`config.mk`:
```
export PLATFORM = sky130hd
export DESIGN_NAME = split_two
export DESIGN_NICKNAME = d
export VERILOG_FILES = /design/src/rtl/split_two.sv
export SDC_FILE = /design/constraint.sdc
export NUM_CORES = 1
export LEC_CHECK = 0
export CORE_UTILIZATION = 48
export DETAILED_ROUTE_END_ITERATION = 12
export PLACE_DENSITY = 0.8
export SLEW_MARGIN = 0
export SYNTH_ARGS = -nofsm -noshare
export SYNTH_HDL_FRONTEND = slang
export SYNTH_SLANG_ARGS = --single-unit
```
`constraint.sdc`:
```
create_clock -name clk -period 3.08 [get_ports clk]
set_input_delay 0.462 -clock clk [delete_from_list [all_inputs] [get_ports clk]]
set_output_delay 0.462 -clock clk [all_outputs]
set_load 0.1 [all_outputs]
```
`src/rtl/split_two.sv`:
```
// split_two: packet-granular 1-to-2 wormhole demultiplexer.
// A HEAD flit picks port A or B from payload bit SEL_BIT. The route stays
// locked until that packet's TAIL fires. A 2-entry FIFO sits in front so
// ready_o is a flop and never depends combinationally on the port readies.

`ifndef DATA_WIDTH
`define DATA_WIDTH 32
`endif
`ifndef HEAD
`define HEAD 2'b10
`endif
`ifndef BODY
`define BODY 2'b00
`endif
`ifndef TAIL
`define TAIL 2'b01
`endif

module split_two #(
  parameter int SEL_BIT   = 0,   // must be < DATA_WIDTH-2 (payload bit)
  parameter int CNT_WIDTH = 16
) (
  input  logic                   clk,
  input  logic                   rstn,
  input  logic [`DATA_WIDTH-1:0] data_i,
  input  logic                   valid_i,
  output logic                   ready_o,
  output logic [`DATA_WIDTH-1:0] A_data_o,
  output logic                   A_valid_o,
  input  logic                   A_ready_i,
  output logic [`DATA_WIDTH-1:0] B_data_o,
  output logic                   B_valid_o,
  input  logic                   B_ready_i,
  output logic [CNT_WIDTH-1:0]   A_pkt_cnt_o,
  output logic [CNT_WIDTH-1:0]   B_pkt_cnt_o,
  output logic                   proto_err_o
);

  localparam int DW = `DATA_WIDTH;

  typedef enum logic [1:0] {IDLE, ROUTE_A, ROUTE_B} state_e;

  // FIFO storage and bookkeeping
  logic [1:0][DW-1:0]   mem_q, mem_d;
  logic                 wr_ptr_q, wr_ptr_d;
  logic                 rd_ptr_q, rd_ptr_d;
  logic [1:0]           cnt_q, cnt_d;
  logic                 ready_q, ready_d;

  // routing state and statistics
  state_e               state_q, state_d;
  logic [CNT_WIDTH-1:0] a_cnt_q, a_cnt_d;
  logic [CNT_WIDTH-1:0] b_cnt_q, b_cnt_d;

  logic [DW-1:0]        head;
  logic [1:0]           head_type;
  logic                 empty;
  logic                 push, pop, fire, drop;
  logic                 a_vld, b_vld;

  assign head      = mem_q[rd_ptr_q];
  assign head_type = head[DW-1:DW-2];
  assign empty     = (cnt_q == 2'd0);

  // Route FSM: choose the port in IDLE, stay locked until TAIL fires.
  always_comb begin
    state_d = state_q;
    a_vld   = 1'b0;
    b_vld   = 1'b0;
    fire    = 1'b0;
    drop    = 1'b0;
    a_cnt_d = a_cnt_q;
    b_cnt_d = b_cnt_q;
    if (!empty) begin
      unique case (state_q)
        IDLE: begin
          if (head_type == `HEAD) begin
            a_vld = ~head[SEL_BIT];
            b_vld =  head[SEL_BIT];
            fire  = head[SEL_BIT] ? B_ready_i : A_ready_i;
            if (fire) state_d = head[SEL_BIT] ? ROUTE_B : ROUTE_A;
          end else begin
            // a flit outside any packet has no route: discard it
            drop = 1'b1;
          end
        end
        ROUTE_A: begin
          a_vld = 1'b1;
          fire  = A_ready_i;
          if (fire && head_type == `TAIL) begin
            state_d = IDLE;
            a_cnt_d = a_cnt_q + 1'b1;
          end
        end
        ROUTE_B: begin
          b_vld = 1'b1;
          fire  = B_ready_i;
          if (fire && head_type == `TAIL) begin
            state_d = IDLE;
            b_cnt_d = b_cnt_q + 1'b1;
          end
        end
        default: state_d = IDLE;
      endcase
    end
  end

  // FIFO next-state: push on accepted input, pop on fire or drop.
  always_comb begin
    push     = valid_i & ready_q;
    pop      = fire | drop;
    mem_d    = mem_q;
    if (push) mem_d[wr_ptr_q] = data_i;
    wr_ptr_d = wr_ptr_q ^ push;
    rd_ptr_d = rd_ptr_q ^ pop;
    cnt_d    = cnt_q + {1'b0, push} - {1'b0, pop};
    // registered full flag; computed from the next count so a pop frees
    // a slot for the very next cycle
    ready_d  = (cnt_d != 2'd2);
  end

  // State registers with synchronous active-low reset.
  always_ff @(posedge clk) begin
    if (!rstn) begin
      mem_q    <= '0;
      wr_ptr_q <= 1'b0;
      rd_ptr_q <= 1'b0;
      cnt_q    <= 2'd0;
      ready_q  <= 1'b1;
      state_q  <= IDLE;
      a_cnt_q  <= '0;
      b_cnt_q  <= '0;
    end else begin
      mem_q    <= mem_d;
      wr_ptr_q <= wr_ptr_d;
      rd_ptr_q <= rd_ptr_d;
      cnt_q    <= cnt_d;
      ready_q  <= ready_d;
      state_q  <= state_d;
      a_cnt_q  <= a_cnt_d;
      b_cnt_q  <= b_cnt_d;
    end
  end

  assign ready_o     = ready_q;
  assign A_data_o    = head;
  assign B_data_o    = head;
  assign A_valid_o   = a_vld;
  assign B_valid_o   = b_vld;
  assign A_pkt_cnt_o = a_cnt_q;
  assign B_pkt_cnt_o = b_cnt_q;
  assign proto_err_o = drop;

endmodule

```
==> flow_summary.yaml <==
place:
  gp_congestion: 0.851
  pre_cts_slack_ns: 0.392
  dp_hpwl_mm: 8.02
  io_buffers: 136
timing:
  finClkSkew_ns: 0.0139
  fin_tns_setup_ns: 0
  rsz0062_at_grt: "false"
  finalCriticalPeriod_ns: 2.53
  hold_viol_final: 0
  finalSetupViolCount: 0
  worstMarginPinSlew_ns: 0.617
  post-route-period-util_pct: 82.1
  fmaxAchievable_ghz: 0.395
  setup_slack_ns: 0.551
  slew_headroom_pct: 58.7
  drv_slew: 0
clock_tree:
  tritoncts: "built"
  post_cts_buffers: 0
  cts_resized: 0
  cts_root_buf: "clkbuf_8"
  clk_pin_slew_worst_paths_ns: 0.10
  cts.sinks: 103
  ctsHoldBuffers: 0
  numCtsBuffers: 9
  clk_latency_ns: 0.36
  cts_htree_levels: 3
  cts_max_path_buffers: 2
routing:
  viasPerCell: 5.46
  totalWireLength_mm: 11.2
  drc: 0
  first_pass_iters: 6
  vias: 4108
  drt-initial-drc-count: 171
  drt-wirelength-per-cell_microns: 15.0
  ant_nets: 0
finish:
  final_layout_size_suffix_gt1_share_pct: 27.1
  antenna_cells: 0
  fin_nets: 657
  area_growth_pct: 25.9
global_route:
  grt.overflow.total: 0
  grt_max_degree: 43
  antenna_found_initial: 0
  grt_usage_pct: 21.1
  grt_pass1_wl_mm: 18.9
  first_global_vias: 4001
synthesis:
  yosys.area.top_type: "dfxtp_1"
  netlist_instances: 524
  syn-cell-area_sq_um: 4950
  yosys.cell_count.top_type: "dfxtp_1"
  yosysSeqAreaShare_pct: 41.7
  synth_seq_cells: 103
  ys.flop_type: "dfxtp_1"
  synthArstFlopShare_pct: 0
  yosys_warnings: 0
  netlist.area_leader.share_pct: 41.7
  syn-num-nets: 567
  syn_avg_cell_area_sq_um: 9.44
  synthTopCellsByCount: "dfxtp_1 (103), nor2_1 (76), mux2i_1 (69)"
  synth.distinct_cells: 50
  synth.top_cells.by_area: "dfxtp_1 (42%), mux2i_1 (14%), mux2_2 (7.1%), nor2_1 (5.8%), buf_4 (4.9%)"
  synth_edf_count: 0
floorplan:
  num_rows: 36
  top_level_ports: 137
  initial_utilization_pct: 50.1
  die_w_microns: 104
  dieArea_sq_um: 10700
  core_area_sq_um: 9860
  die_h_microns: 104
power_and_ir_drop:
  ir_drop_mv: 0.720
  p_per_area_nw_per_um2: 909
  leakagePower_nw: 2.51
critical_path:
  cp.required_ns: 2.62
  path_class: "reg2out"
  crit_path_start_kind: "register"
  crit_arrival_ns: 2.07
  crit_start: "rd_ptr_q$_SDFF_PN0_"
  r2r_setup_slack_ns: 0.71
  r2r-start: "rd_ptr_q$_SDFF_PN0_"
  reg2reg_depth: 4
  crit_path_end_kind: "primary output"
  cp_max_fo: 10
min_path:
  min_path_cells: 2
  hp-start: "A_pkt_cnt_o[15]$_SDFFE_PN0P_"
  holdCritPathClass: "reg2reg"
run:
  maxCapViolations: 0
outcome:
  outcome: "complete, no violations"
==> metrics by stage <==
stage          utilization [%]  cell area [sq um]  hold slack, ns  power [mW]  instances
2_1_floorplan                -               4970           0.454        4.27        524
3_3_place_gp              61.0               6020           0.466        4.74        736
3_5_place_dp              61.0               6020           0.479        4.78        736
4_1_cts                   63.1               6230           0.496        5.70        752
5_1_grt                   63.1               6230           0.537        5.87        752
6_report                  63.1               6230           0.493        5.66        752
==> metal layers <==
metal  global-route usage (%)  vias to the layer above  wire, microns  part of all wire [%]
li1                         -                     2014              -                     -
met1                     24.9                     1973           4910                    44
met2                     37.9                      115           5700                    51
met3                     5.22                        6            581                   5.2
met4                     5.49                        0             51                  0.45
met5                        0                        -              0                     0
==> sequential cells by signal, summed over array words and instances, names as in the netlist <==
name,flops
A_pkt_cnt_o,16
B_pkt_cnt_o,16
cnt_q,2
mem_q,64
rd_ptr_q,1
ready_o,1
state_q,2
wr_ptr_q,1
==> layout make-up <==
cell class                      instances  area, sq um
Clock inverter                          6         83.8
Fill cell                             814         3640
Sequential cell                       103         2060
Multi-Input combinational cell        347         2500
Inverter                               11         45.0
Timing Repair Buffer                  142         1240
Clock buffer                           10          128
Tap cell                              133          166
==> report_power, final <==
| part | switching, mW | internal, mW |
|---|---|---|
| logic | 2.31 | 0.838 |
| registers | 0.110 | 1.49 |
| clock network | 0.456 | 0.458 |
==> logic make-up after synthesis <==
| logic type | count (synthesis) | synth area share [%] |
|---|---|---|
| and+or+nand+nor | 155 | 15.6 |
| DFF | 103 | 41.7 |
| muxes | 100 | 21.0 |
| AOI/OAI and AO/OA | 79 | 10.5 |
| buffers and inverters | 74 | 8.40 |
| xor gates and xnor gates | 7 | 1.24 |
| adders and majority gates | 6 | 1.52 |
==> placed cells by master (no fill, tap or decap), types with 4 or more instances in the layout <==
cell type	synthesis	routed
mux2_2	31	31
buf_4	32	99
o2111ai_1	5	5
ha_1	6	4
inv_1	10	9
nor2_1	76	76
a21oi_1	28	28
mux2i_1	69	68
dfxtp_1	103	102
o31ai_1	16	16
or4_1	16	16
nand2_1	16	16
nand3_1	9	9
clkbuf_8	0	9
xor2_1	4	4
o21ai_0	13	13
nand4_1	4	4
clkdlybuf4s50_1	0	36
or3_1	8	8
buf_12	0	7
==> path summary, 6_finish.rpt <==
kind                                                     end
worst min-delay path            A_pkt_cnt_o[15]$_SDFFE_PN0P_
worst max-delay path                               A_valid_o
worst min register to register  A_pkt_cnt_o[15]$_SDFFE_PN0P_
worst max register to register   A_pkt_cnt_o[9]$_SDFFE_PN0P_
==> critical path, stage by stage, from the launching register on <==
cell and delay, ns:
dfxtp_2 0.46, mux2i_4 0.41, clkinvlp_4 0.19, o21ba_2 0.25
nor3_4 0.20, buf_12 0.20
(Power assumes the default switching activity.)
